## config.mk

```make
export PLATFORM = sky130hd
export DESIGN_NAME = bcd_xs3_word_seq
export DESIGN_NICKNAME = d
export VERILOG_FILES = /design/src/rtl/bcd_xs3_pkg.sv /design/src/rtl/bcd_xs3_digit.sv /design/src/rtl/bcd_xs3_word_seq.sv
export SDC_FILE = /design/constraint.sdc
export NUM_CORES = 1
export LEC_CHECK = 0
export ABC_AREA = 0
export CORE_MARGIN = 3
export CORE_UTILIZATION = 50
export DETAILED_ROUTE_END_ITERATION = 6
export PLACE_DENSITY_LB_ADDON = 0.15
export SLEW_MARGIN = 0
export SYNTH_ARGS = -nofsm -noshare
export SYNTH_HDL_FRONTEND = slang
export SYNTH_HIERARCHICAL = 1
export SYNTH_SLANG_ARGS = --single-unit
```

## constraint.sdc

```tcl
create_clock -name clk -period 3.6 [get_ports clk]
set_input_delay 0.72 -clock clk [delete_from_list [all_inputs] [get_ports clk]]
set_output_delay 0.72 -clock clk [all_outputs]
set_load 0.01 [all_outputs]
```

## src/rtl/bcd_xs3_pkg.sv

```systemverilog
// Shared types and constants for the BCD to Excess-3 word converter.
// Used by the digit converter and the word sequencer.
package bcd_xs3_pkg;

  typedef enum logic [1:0] {
    IDLE = 2'd0,
    CONV = 2'd1,
    DONE = 2'd2
  } state_e;

  localparam logic [3:0] XS3_OFFSET  = 4'd3;
  localparam logic [3:0] BCD_MAX     = 4'd9;
  localparam logic [3:0] XS3_INVALID = 4'h0;

endpackage

```

## src/rtl/bcd_xs3_digit.sv

```systemverilog
// Combinational single-digit BCD to Excess-3 converter.
// Non-BCD codes map to XS3_INVALID and raise invalid.
module bcd_xs3_digit
  import bcd_xs3_pkg::*;
(
  input  logic [3:0] bcd,
  output logic [3:0] xs3,
  output logic       invalid
);

  // Range check first, then offset the legal codes.
  always_comb begin
    invalid = (bcd > BCD_MAX);
    xs3     = invalid ? XS3_INVALID : bcd + XS3_OFFSET;
  end

endmodule

```

## src/rtl/bcd_xs3_word_seq.sv

```systemverilog
// Multi-digit BCD to Excess-3 word converter, one digit per cycle,
// LSD first, through a single shared digit converter.
module bcd_xs3_word_seq
  import bcd_xs3_pkg::*;
#(
  parameter int NDIGITS = 4
) (
  input  logic                 clk,
  input  logic                 rst,
  input  logic                 in_valid,
  output logic                 in_ready,
  input  logic [4*NDIGITS-1:0] in_bcd,
  output logic                 out_valid,
  input  logic                 out_ready,
  output logic [4*NDIGITS-1:0] out_xs3,
  output logic                 out_err
);

  localparam int W  = 4 * NDIGITS;
  localparam int IW = (NDIGITS > 1) ? $clog2(NDIGITS) : 1;
  localparam logic [IW-1:0] LAST = IW'(NDIGITS - 1);

  state_e        state_q, state_d;
  logic [IW-1:0] idx_q, idx_d;
  logic [W-1:0]  in_q, in_d;
  logic [W-1:0]  res_q, res_d;
  logic          err_q, err_d;

  logic [3:0] dig_bcd;
  logic [3:0] dig_xs3;
  logic       dig_inv;

  assign dig_bcd = in_q[4*int'(idx_q) +: 4];

  bcd_xs3_digit u_digit (
    .bcd     (dig_bcd),
    .xs3     (dig_xs3),
    .invalid (dig_inv)
  );

  // Handshake flags depend on state only, never on in_valid/out_ready.
  assign in_ready  = (state_q == IDLE);
  assign out_valid = (state_q == DONE);
  assign out_xs3   = res_q;
  assign out_err   = err_q;

  // Next-state, digit index and datapath updates.
  always_comb begin
    state_d = state_q;
    idx_d   = idx_q;
    in_d    = in_q;
    res_d   = res_q;
    err_d   = err_q;
    unique case (state_q)
      IDLE: begin
        if (in_valid) begin
          in_d    = in_bcd;
          res_d   = '0;
          err_d   = 1'b0;
          idx_d   = '0;
          state_d = CONV;
        end
      end
      CONV: begin
        res_d[4*int'(idx_q) +: 4] = dig_xs3;
        err_d = err_q | dig_inv;
        if (idx_q == LAST) begin
          state_d = DONE;
        end else begin
          idx_d = idx_q + IW'(1);
        end
      end
      DONE: begin
        if (out_ready) begin
          state_d = IDLE;
        end
      end
      default: state_d = IDLE;
    endcase
  end

  // State and datapath registers; reset discards any word in flight.
  always_ff @(posedge clk or posedge rst) begin
    if (rst) begin
      state_q <= IDLE;
      idx_q   <= '0;
      in_q    <= '0;
      res_q   <= '0;
      err_q   <= 1'b0;
    end else begin
      state_q <= state_d;
      idx_q   <= idx_d;
      in_q    <= in_d;
      res_q   <= res_d;
      err_q   <= err_d;
    end
  end

endmodule

```

Word level (Yosys, flattened, before mapping)
Cells that the tools add are included.
{"block": "totals", "ff_bits": 37, "in_bits": 20, "output_inout_bits": 19, "elab_cells": 39}
{"block": "classes", "add_sub_neg": 3, "magnitude_cmp": 1, "n_eq_ne": 7, "n_shift": 3, "n_mux": 13, "bitwise_logic": 1, "n_reduce_logical": 6}
{"cell": "negation 4 -> 33 bit", "n": 1}
{"cell": "variable shift 4 x 33 -> 16 bit, first input constant", "n": 1}
{"cell": "indexed part select 4 x 33 -> 16 bit", "n": 1}
{"cell": "case mux 16 bit (2 select lines)", "n": 1}
{"cell": "bitwise mux 16 bit", "n": 1}
{"cell": "2-to-1 mux 16 bit", "n": 1}
{"cell": "indexed part select 16 x 5 -> 4 bit", "n": 1}
{"cell": "2-to-1 mux 2 bit", "n": 5}
{"cell": "inequality test 2 bit, second input constant", "n": 3}
{"cell": "case mux 2 bit (3 select lines)", "n": 1}
{"cell": "AND reduction 3 bit", "n": 2}
{"cell": "adder 4 x 2 -> 4 bit, second input constant", "n": 1}
{"cell": "== test 2 bit, second input constant", "n": 2}
{"cell": "greater-than comparator 4 bit, second input constant", "n": 1}
{"cell": "2-to-1 mux 4 bit", "n": 1}
{"cell": "case mux 2 bit (2 select lines)", "n": 1}
{"cell": "AND reduction 2 bit", "n": 2}
{"cell": "adder 2 x 1 -> 2 bit, second input constant", "n": 1}
{"cell": "== test 2 x 1 -> 1 bit, second input constant", "n": 1}
{"cell": "logical NOT 2 bit", "n": 1}
{"cell": "inequality test 2 x 1 -> 1 bit, second input constant", "n": 1}
{"cell": "case mux 1 bit (2 select lines)", "n": 1}
{"cell": "nonzero test 2 bit", "n": 1}
{"cell": "2-to-1 mux 1 bit", "n": 1}
{"cell": "OR 1 bit", "n": 1}

Longest topological paths before layout
Gate-level depths: netlist of run 1.
{"block": "logic_depth", "word_depth": 6, "ltp_mapped": 9, "depth_no_buf": 8}

Cells and area by module
The synthesis of run 1 kept the hierarchy.
{"mod": "bcd_xs3_word_seq", "instances": 1, "cells_each": 124, "area_per_inst_um2": 1814.2, "seq_area_each_um2": 925.9}
{"mod": "bcd_xs3_digit", "instances": 1, "cells_each": 13, "area_per_inst_um2": 103.8, "seq_area_each_um2": 0.0}

Least setup slack after synthesis of run 1
No wires, ideal clock.
{"block": "synth_timing", "kind": "reg-to-reg", "startpoint": "reg idx_q[0]", "endpoint": "reg res_q[7] (netlist: out_xs3[7])", "setup_time_ns": 0.064, "t_arrival_ns": 2.039, "required_ns": 3.536, "setup_slack_ns": 1.497, "path_stages_with_launch": 10, "path_buffers": 1, "period_less_slack_ns": 2.103, "cell_sequence": "dfrtp_1 > buf_4 > mux4_2 > inv_1 > ha_1 > o21bai_4 > mux2i_1 > nand2_1 > nor3_1 > a21o_1"}
{"block": "synth_via", "elab_chain_len": 6, "word_cells_on_any_way": 9, "cone_classes": "add/sub: 2; order compare: 1; shift: 3; mux: 3"}
{"element": "start, declared", "line_no": "bcd_xs3_word_seq.sv:24", "source": "logic [IW-1:0] idx_q, idx_d;"}
{"element": "start signal, assigned", "line_no": "bcd_xs3_word_seq.sv:92", "source": "idx_q <= idx_d;"}
{"element": "indexed part select 16 x 5 -> 4 bit (*)", "line_no": "bcd_xs3_word_seq.sv:33", "source": "assign dig_bcd = in_q[4*int'(idx_q) +: 4];"}
{"element": "named net dig_bcd[0]", "line_no": "bcd_xs3_word_seq.sv:29", "source": "logic [3:0] dig_bcd;"}
{"element": "adder 4 x 2 -> 4 bit or greater-than comparator 4 bit (tied branches)", "line_no": "bcd_xs3_digit.sv:14, bcd_xs3_digit.sv:13"}
{"element": "2-to-1 mux 4 bit (*)", "line_no": "bcd_xs3_digit.sv:14", "source": "xs3 = invalid ? XS3_INVALID : bcd + XS3_OFFSET;"}
{"element": "named net dig_xs3[3]", "line_no": "bcd_xs3_word_seq.sv:30", "source": "logic [3:0] dig_xs3;"}
{"element": "indexed part select 4 x 33 -> 16 bit (*)", "line_no": "bcd_xs3_word_seq.sv:65", "source": "res_d[4*int'(idx_q) +: 4] = dig_xs3;"}
{"element": "bitwise mux 16 bit (*)", "line_no": "bcd_xs3_word_seq.sv:65"}
{"element": "case mux 16 bit (2 select lines) (*)", "line_no": "bcd_xs3_word_seq.sv:54", "source": "unique case (state_q)"}
{"element": "end signal, assigned", "line_no": "bcd_xs3_word_seq.sv:94", "source": "res_q <= res_d;"}
{"element": "end, declared", "line_no": "bcd_xs3_word_seq.sv:26", "source": "logic [W-1:0] res_q, res_d;"}
The timed path passes the listed nets; every way through them passes the cells marked *.
A chain may end at the register's enable or synchronous reset.

Worst setup path in the final report of run 1
Ends and elaborated chain as after synthesis.

==> results of run 1 <==
## cells in the final DEF, fill, tap and decap left out, types with 2 or more instances in the layout
master,netlist,final
clkdlybuf4s50_1,0,38
dfrtp_1,37,37
a22o_1,18,18
mux2_4,10,10
ha_1,8,8
mux2_2,7,7
clkbuf_8,0,6
nand2_1,5,5
a21o_1,5,5
inv_1,5,5
a21oi_1,5,5
nor2_1,5,5
mux4_2,4,4
nand2b_4,3,3
o21ai_0,2,2
## area by class of cell
type | instances | area share
clock buffer | 7 | 0.0361
inverter | 6 | 0.00943
multi-input combinational | 88 | 0.380
sequential | 37 | 0.388
tap | 46 | 0.0241
timing repair buffer | 39 | 0.162
## critical path, stage by stage, from the launching register on
cell	delay (ns)
dfrtp_1	0.70
mux4_2	0.64
inv_1	0.09
ha_1	0.25
o21bai_4	0.11
mux2i_1	0.31
nand2_1	0.09
nor3_1	0.16
a21o_1	0.11
## report_power, final
group | total (mW) | internal [mW] | switching, mW
Sequential | 0.760 | 0.585 | 0.175
Clock | 0.281 | 0.152 | 0.129
Combinational | 1.18 | 0.614 | 0.562
## how the worst max path moves through the flow
stage	to	startpoint	slack (ns)
CTS	out_xs3[7]	idx_q[0]	1.08
detailed placement	out_xs3[7]	idx_q[0]	1.11
global placement	out_xs3[7]	idx_q[0]	1.18
finish	out_xs3[7]	idx_q[0]	1.10
global route	out_xs3[7]	idx_q[0]	0.88
floorplan	out_xs3[7]	idx_q[0]	1.50
## layer usage
layer / up-vias / routed length (um)
li1: 583 / -
met1: 625 / 1710
met2: 31 / 1730
met3: 2 / 174
met4: 0 / 17
met5: - / 0
## cell families (layout without fill, tap and decap cells)
family          count (synthesis)  after routing  synth area share
flops                          37             37             0.483
simple gates                   24             24             0.107
fa+ha+maj                       8              8            0.0522
mux                            22             22             0.172
buf+inv                        12             52            0.0437
xor+xnor                        1              1           0.00457
compound gates                 33             33             0.138
## state kept, by name, summed over array words and instances (netlist names)
register / flops
in_q: 16
out_xs3: 16
idx_q: 2
state_q: 2
out_err: 1
==> flow_metrics.tcl, run 1 <==
set metrics [dict create \
    root_buffer "clkbuf_8" \
    synth_cells 137 \
    place_congestion 0.822 \
    yosys.area.top_type "dfrtp_1" \
    fin_ws_ns 1.10 \
    netlist.area_leader.share 0.483 \
    maxCapViolations 0 \
    grtUsageTotal 0.184 \
    postRouteWirelength_um 3640 \
    min_path_cells 1 \
    path_clk_slew_ns 0.06 \
    dpl_cell_area_um2 2300 \
    grt_antenna_before_repair 0 \
    hold_path_class "flop to flop" \
    cts_made_buffers 5 \
    r2r_cells 8 \
    fin_util 0.678 \
    setup_violations 0 \
    drc 0 \
    critPathArrivalTime_ns 2.72 \
    ys.warnings.count 6 \
    fillers 254 \
    drive_above_1_share 0.215 \
    drtPass1Iterations 4 \
    cts_hold_buf 0 \
    globalRoute.totalOverflow 0 \
    dp.cells 216 \
    fp.dieArea_um2 4620 \
    period_share 0.695 \
    clkLatencyLatePin_ns 0.28 \
    drtAntennaViolNets 0 \
    slew-limit-headroom 0.520 \
    met2_usage 0.296 \
    reg2reg_to "out_xs3[7]" \
    synth_nets 165 \
    critPathCaptureType "flop" \
    synthTopCellsByArea "dfrtp_1 (48%), a22o_1 (8.2%), mux2_4 (7.8%)" \
    synthToLayoutAreaGrowth_pct 24.5 \
    met3_usage 0.0476 \
    dpl_worst_slack_ns 1.11 \
    die_w_um 67.9 \
    worstPathRequired_ns 3.82 \
    syn_area_um2 1920 \
    io_pins 39 \
    ir_drop_mv 0.483 \
    crit_path_start_kind "flop" \
    yosysUniqueCellTypes 34 \
    finalSetupTns_ns 0 \
    worst_pin_slew_ns 0.720 \
    post_cts_resized 0 \
    fp.coreArea_um2 3520 \
    final_cell_area_um2 2390 \
    grt_pass1_vias 1305 \
    cts_buffer_depth 2 \
    via_count 1241 \
    grt_max_degree 38 \
    timing.hold.ws_ns 0.492 \
    viasPerCell 5.57 \
    portBuffers 38 \
    regArea_um2 926 \
    postSynthAreaPerCell_um2 14.0 \
    period_minus_slack_ns 2.50 \
    rsz0062_at_grt "false" \
    rr_startpoint "idx_q[0]" \
    final_nets 205 \
    use_met1 0.242 \
    h-tree-depth 2 \
    grt.busiest_layer "met2" \
    seq_area_frac_synth 0.483 \
    rows 21 \
    power_density_nw_per_um2 928 \
    tritoncts "done" \
    hpwlAfterDp_um 2770 \
    outcome "finished clean" \
    multiInputGateArea_um2 908 \
    fin_skew_ns 0.00552 \
    die_y_um 67.9 \
    initial_core_util 0.545 \
    dr.first_iter.drc_count 56 \
    cts_setup_buffers 0 \
    finalHoldViolCount 0 \
    fin_total_pwr_mw 2.22 \
    ys_async_sr_fraction 1.00 \
    diodes 0 \
    synth-seq-cells 37 \
    synthFlopType "dfrtp_1" \
    layoutNonFillerInstCount 223 \
    report.final.slew_viol_count 0 \
    critPathMaxFanout 12 \
    path_class "flop to flop" \
    fmax_mhz 400 \
    p_leak_nw 1.07 \
    synth_common_cells "dfrtp_1 (37), a22o_1 (18), mux2_4 (10)" \
    yosysMostFrequentCell "dfrtp_1" \
    numClockSinks 37 \
    min_from "out_xs3[7]" \
    rrSetupSlack_ns 1.10 \
    drt-wirelength-per-cell_um 16.3 \
    holdPathEnd "out_xs3[7]" \
    synth-edff-count 0 \
    grt_pass1_wl_um 6260 \
]
(Power assumes the default switching activity.)
==> inputs of run 2 (changes only) <==
--- a/config.mk
+++ b/config.mk
@@ -7,7 +7,7 @@
 export LEC_CHECK = 0
 export ABC_AREA = 0
 export CORE_MARGIN = 3
-export CORE_UTILIZATION = 50
+export CORE_UTILIZATION = 46
 export DETAILED_ROUTE_END_ITERATION = 6
 export PLACE_DENSITY_LB_ADDON = 0.15
 export SLEW_MARGIN = 0
==> constraint.sdc (replaced) <==
create_clock -name clk -period 2.3 [get_ports clk]
set_input_delay 0.46 -clock clk [delete_from_list [all_inputs] [get_ports clk]]
set_output_delay 0.46 -clock clk [all_outputs]
set_load 0.01 [all_outputs]
==> run 2 against run 1 <==
Net effect:
- utilization shrank 3.6 points
- wire length grew 0.72%
- critical path depth shrank 1
- largest power group unchanged
- flip-flop and latch count is the same
- global-route usage shrank 2.6 points
- count of clock-buffer cells in the layout is the same
- largest cell class unchanged
==> flow_metrics.tcl, run 2 (synthesis gave the netlist of run 1 again) <==
set metrics [dict create \
    outcome "finished clean" \
    cts_made_buffers 5 \
    synthToLayoutAreaGrowth_pct 28.2 \
    critPathCaptureType "flop" \
    seqPwrFrac 0.298 \
    hpwlAfterDp_um 2830 \
    rrSetupSlack_ns 0.21 \
    p_leak_nw 1.10 \
    layoutNonFillerInstCount 231 \
    reg2reg_to "out_xs3[7]" \
    layout_commonest_cell "clkdlybuf4s50_1" \
    worstPathCellList "buf_4, mux4_2, o21bai_4, mux2i_1, nand2_1, nor3_1, a21o_1" \
    diodes 0 \
    slowest_stage "mux4_2" \
    place_congestion 0.858 \
    dr.first_iter.drc_count 83 \
    multiInputGateArea_um2 908 \
    setup_violations 0 \
    fin_util 0.643 \
    slowest_delay_ns 0.57 \
    holdPathEnd "out_xs3[7]" \
    rr_startpoint "idx_q[0]" \
    die_w_um 70.6 \
    final_nets 210 \
    period_share 0.909 \
    numClockSinks 37 \
    dpl_worst_slack_ns 0.245 \
    drive_above_1_share 0.240 \
    grt_pass1_wl_um 6290 \
    p_sw_mw 1.36 \
    fmax_mhz 479 \
    report.final.slew_viol_count 0 \
    root_buffer "clkbuf_8" \
    p_int_mw 2.32 \
    cts_setup_buffers 0 \
    fillers 299 \
    min_path_cells 1 \
    drtAntennaViolNets 0 \
    via_count 1259 \
    switching_share 0.369 \
    finalHoldViolCount 0 \
    fp.coreArea_um2 3830 \
    cts_hold_buf 0 \
    crit_path_start_kind "flop" \
    worstPathRequired_ns 2.52 \
    cts_buffer_depth 2 \
    hold_path_class "flop to flop" \
    pwr-share-clk 0.155 \
    viasPerCell 5.45 \
    power_density_nw_per_um2 1500 \
    tritoncts "done" \
    portBuffers 38 \
    worst_pin_slew_ns 0.466 \
    dp.cells 223 \
    path_clk_slew_ns 0.07 \
    clkLatencyLatePin_ns 0.29 \
    critPathArrivalTime_ns 2.31 \
    grtUsageTotal 0.158 \
    drtPass1Iterations 4 \
    io_pins 39 \
    rsz0062_at_grt "false" \
    ir_drop_mv 0.786 \
    path_class "flop to flop" \
    grt_pass1_vias 1294 \
    post_cts_resized 0 \
    r2r_cells 7 \
    fp.dieArea_um2 4980 \
    die_y_um 70.6 \
    mostFrequentLayoutCells "clkdlybuf4s50_1 (38), dfrtp_1 (37), a22o_1 (18)" \
    drt-wirelength-per-cell_um 15.8 \
    drc 0 \
    grt_max_degree 38 \
    slew-limit-headroom 0.689 \
    fin_ws_ns 0.210 \
    min_from "out_xs3[7]" \
    regArea_um2 926 \
    fin_skew_ns 0.00781 \
    h-tree-depth 2 \
    maxCapViolations 0 \
    grt_antenna_before_repair 0 \
    critPathMaxFanout 10 \
    globalRoute.totalOverflow 0 \
    comb_power_share 0.546 \
    period_minus_slack_ns 2.09 \
    postRouteWirelength_um 3660 \
    initial_core_util 0.501 \
    rows 22 \
    finalSetupTns_ns 0 \
]
-- run 2: cell types whose count changed in the layout (fill, tap and decap cells not counted), sizes merged --
| cell | delta |
|---|---|
| bufinv | +1 |
| buf | +5 |
-- run 2: area by class of cell --
type	instances	share of cell area
sequential	37	0.377
multi-input combinational	88	0.369
timing repair buffer	44	0.173
clock buffer	7	0.0351
tap	48	0.0244
clock inverter	1	0.0122
inverter	6	0.00916
-- run 2: metal layers --
metal	part of all wire	GRT usage
met3	0.045	0.0440
met5	0	0
met2	0.51	0.260
met4	0.0079	0.0376
met1	0.44	0.209
-- run 2: power groups by stage --
| stage | clock network, mW | registers, mW | logic (mW) |
|---|---|---|---|
| after floorplan | 0 | 1.08 | 1.47 |
| after global placement | 0 | 1.10 | 1.96 |
| after detailed placement | 0 | 1.11 | 2.01 |
| after CTS | 0.583 | 1.11 | 2.02 |
| after global routing | 0.613 | 1.13 | 2.19 |
| final | 0.571 | 1.10 | 2.01 |
-- run 2: metrics by stage --
| stage | hold WS (ns) | area, um2 | total power, mW |
|---|---|---|---|
| floorplan | 0.475 | 1920 | 2.55 |
| global placement | 0.471 | 2340 | 3.07 |
| detailed placement | 0.473 | 2340 | 3.13 |
| CTS | 0.490 | 2460 | 3.71 |
| global route | 0.530 | 2460 | 3.93 |
| finish | 0.481 | 2460 | 3.68 |
-- run 2: worst max path at each step --
stage / startpoint / to / slack [ns] / cells past startpoint
after floorplan: idx_q[0] / out_xs3[7] / 0.20 / 9
after global placement: idx_q[0] / out_xs3[7] / 0.27 / 7
after detailed placement: idx_q[0] / out_xs3[7] / 0.25 / 7
after CTS: state_q[1] / out_valid / 0.19 / 3
after global routing: idx_q[0] / out_xs3[7] / 0.04 / 7
final: idx_q[0] / out_xs3[7] / 0.21 / 7
-- run 2: worst max-delay path: cells and delay by family, from the launching register on --
| kind | cells | cell delay [ns] |
|---|---|---|
| mux | 2 | 0.80 |
| flops | 1 | 0.42 |
| compound gates | 2 | 0.32 |
| simple gates | 2 | 0.27 |
| buf+inv | 1 | 0.23 |
==> inputs of run 3 (changes only) <==
--- a/config.mk
+++ b/config.mk
@@ -7,11 +7,10 @@
 export LEC_CHECK = 0
 export ABC_AREA = 0
 export CORE_MARGIN = 3
-export CORE_UTILIZATION = 46
+export CORE_UTILIZATION = 45
 export DETAILED_ROUTE_END_ITERATION = 6
 export PLACE_DENSITY_LB_ADDON = 0.15
 export SLEW_MARGIN = 0
 export SYNTH_ARGS = -nofsm -noshare
 export SYNTH_HDL_FRONTEND = slang
-export SYNTH_HIERARCHICAL = 1
 export SYNTH_SLANG_ARGS = --single-unit
==> run 3 against run 2 <==
Net effect:
- setup slack got worse by 0.045 ns
- synthesized cell count is 6.6% higher
- combinational power shrank 9%
- total power decreased by 6.6%
- global-route usage increased by 2.0 points
- largest power group unchanged
- cell count is 3.0% higher
- flip-flop and latch count unchanged
- sequential power rose by 6%
- via count is 0.32% higher
- critical endpoint is now out_xs3[8]
- clock power down 23%
- worst hold slack gained 0.0036 ns
- clock skew down 0.0059 ns
==> flow_metrics.tcl, run 3 <==
set metrics [dict create \
    root_buffer "clkbuf_8" \
    comb_power_share 0.532 \
    fin_skew_ns 0.00187 \
    hold_path_class "flop to flop" \
    ir_drop_mv 0.616 \
    rr_startpoint "idx_q[0]" \
    report.final.slew_viol_count 0 \
    initial_core_util 0.475 \
    postSynthAreaPerCell_um2 12.2 \
    rsz0062_at_grt "false" \
    grt_antenna_before_repair 0 \
    seqPwrFrac 0.341 \
    switching_share 0.393 \
    period_minus_slack_ns 2.13 \
    crit_path_end "out_xs3[8]" \
    ys_async_sr_fraction 1.00 \
    cts_made_buffers 5 \
    mostFrequentLayoutCells "clkdlybuf4s50_1 (38), dfrtp_1 (36), mux2_2 (16)" \
    ys.warnings.count 0 \
    pwr-share-clk 0.127 \
    die_w_um 68.8 \
    netlist.area_leader.share 0.521 \
    period_share 0.928 \
    slew-limit-headroom 0.652 \
    grt_pass1_vias 1274 \
    synth_cells 146 \
    timing.hold.ws_ns 0.484 \
    drtAntennaViolNets 0 \
    yosysMostFrequentCell "dfrtp_1" \
    p_sw_mw 1.35 \
    worstPathCellList "mux4_1, inv_1, ha_1, nor2_1, o21a_1, nor2_2, a22o_1" \
    synth-seq-cells 37 \
    globalRoute.totalOverflow 0 \
    slowest_delay_ns 0.66 \
    reg2reg_to "out_xs3[8]" \
    critPathMaxFanout 8 \
    syn_area_um2 1780 \
    synthXorXnorAreaFrac 0 \
    path_clk_slew_ns 0.06 \
    layout_commonest_cell "clkdlybuf4s50_1" \
    maxCapViolations 0 \
    finalSetupTns_ns 0 \
    synthTopCellsByArea "dfrtp_1 (52%), mux2_2 (10%), ha_1 (4.9%)" \
    cts_buffer_depth 2 \
    rows 22 \
    synthFlopType "dfrtp_1" \
    synth-edff-count 0 \
    yosysUniqueCellTypes 35 \
    slowest_stage "mux4_1" \
    use_met1 0.212 \
    grt_max_degree 38 \
    finalHoldViolCount 0 \
    cts_setup_buffers 0 \
    fmax_mhz 468 \
    met2_usage 0.298 \
    path_class "flop to flop" \
    fp.dieArea_um2 4740 \
    rrSetupSlack_ns 0.17 \
    tritoncts "done" \
    h-tree-depth 2 \
    io_pins 39 \
    critPathArrivalTime_ns 2.36 \
    fin_total_pwr_mw 3.44 \
    numClockSinks 37 \
    synth-compound-area-share 0.136 \
    drive_above_1_share 0.200 \
    dr.first_iter.drc_count 75 \
    viasPerCell 5.31 \
    critPathCaptureType "flop" \
    clkLatencyLatePin_ns 0.28 \
    synth-simple-area-share 0.113 \
    synth_top_family_by_area "multiplexers" \
    setup_violations 0 \
    synthAdderAreaFrac 0.0493 \
    postRouteWirelength_um 3610 \
    power_density_nw_per_um2 1490 \
    synthMuxAreaShare 0.154 \
    r2r_cells 7 \
    drt-wirelength-per-cell_um 15.2 \
    seq_area_frac_synth 0.521 \
    worst_pin_slew_ns 0.517 \
    synthToLayoutAreaGrowth_pct 29.9 \
    via_count 1263 \
    fp.coreArea_um2 3740 \
    crit_path_start_kind "flop" \
    p_int_mw 2.09 \
    synth_nets 173 \
    final_nets 217 \
    yosys.area.top_type "dfrtp_1" \
    p_leak_nw 1.00 \
    drtPass1Iterations 5 \
    grt_pass1_wl_um 6000 \
    outcome "finished clean" \
    crit_path_start "idx_q[0]" \
    portBuffers 38 \
    hpwlAfterDp_um 2830 \
    drc 0 \
    die_y_um 68.8 \
    met3_usage 0.0551 \
    place_congestion 0.829 \
    grt.busiest_layer "met2" \
    diodes 0 \
    grtUsageTotal 0.178 \
    worstPathRequired_ns 2.52 \
    fillers 318 \
    synth_common_cells "dfrtp_1 (37), mux2_2 (16), nand2_1 (14)" \
]
run 3: changes by cell type after synthesis, moves of 3 or more:
cell | previous run | this run
nand2b_4 | 3 | 0
mux2_4 | 10 | 0
nand2b_1 | 1 | 5
nand2_1 | 5 | 14
o21ai_0 | 2 | 5
a21oi_1 | 5 | 1
mux2_2 | 7 | 16
a22o_1 | 18 | 8
o21ai_1 | 0 | 8
run 3: metal layers:
metal / vias to the layer above / wire, um
li1: 611 / -
met1: 611 / 1470
met2: 32 / 1880
met3: 9 / 190
met4: 0 / 72
met5: - / 0
run 3: area by class of cell:
class                   instances  area [um2]  area share
clock buffers                   7        86.3      0.0374
repair buffers                 41         403       0.175
well taps                      48        60.1      0.0260
multi-input cells              99         810       0.351
flip-flops and latches         37         927       0.402
inverters                       6        22.5     0.00976
run 3: repair_timing:
action                     in CTS  in global routing
setup endpoints to repair       0                 12
hold buffers                    0                  0
hold endpoints to repair        0                  0
gates resized for setup         0                  3
run 3: worst min path at each step:
| stage | start | end | slack [ns] | cells past startpoint |
|---|---|---|---|---|
| finish | out_xs3[11] | out_xs3[11] | 0.48 | 2 |
| global route | out_xs3[11] | out_xs3[11] | 0.50 | 2 |
| CTS | out_xs3[2] | out_xs3[2] | 0.49 | 2 |
| detailed placement | out_xs3[2] | out_xs3[2] | 0.47 | 2 |
| global placement | out_xs3[11] | out_xs3[11] | 0.47 | 2 |
| floorplan | in_q[4] | in_q[4] | 0.47 | 1 |
run 3: power by group through the flow:
| stage | Combinational (mW) | Clock (mW) | Sequential [mW] |
|---|---|---|---|
| 2_1_floorplan | 1.23 | 0 | 1.14 |
| 3_3_place_gp | 1.72 | 0 | 1.17 |
| 3_5_place_dp | 1.79 | 0 | 1.19 |
| 4_1_cts | 1.80 | 0.452 | 1.17 |
| 5_1_grt | 2.01 | 0.483 | 1.21 |
| 6_report | 1.83 | 0.438 | 1.17 |
run 3: cells by family after synthesis:
family,count (synthesis)
flip-flops,37
buffers and inverters,10
AND/OR/NAND/NOR,39
adder cells (fa/ha/maj),7
multiplexers,20
AO/OA/AOI/OAI,33
run 3: critical path: cells and delay by family (launching register included):
family / cells / cell delay [ns]
AOI/OAI and AO/OA: 2 / 0.37
muxes: 1 / 0.66
and+or+nand+nor: 2 / 0.28
DFF: 1 / 0.44
buffers and inverters: 1 / 0.10
adders and majority gates: 1 / 0.21
run 3: metrics by stage:
stage,util,instance area [um2],setup slack [ns],std cells
detailed placement,0.592,2220,0.0724,231
CTS,0.615,2300,0.0584,238
global placement,0.592,2220,0.198,231
floorplan,-,1780,0.271,146
global route,0.617,2310,0.00264,238
finish,0.617,2310,0.165,238
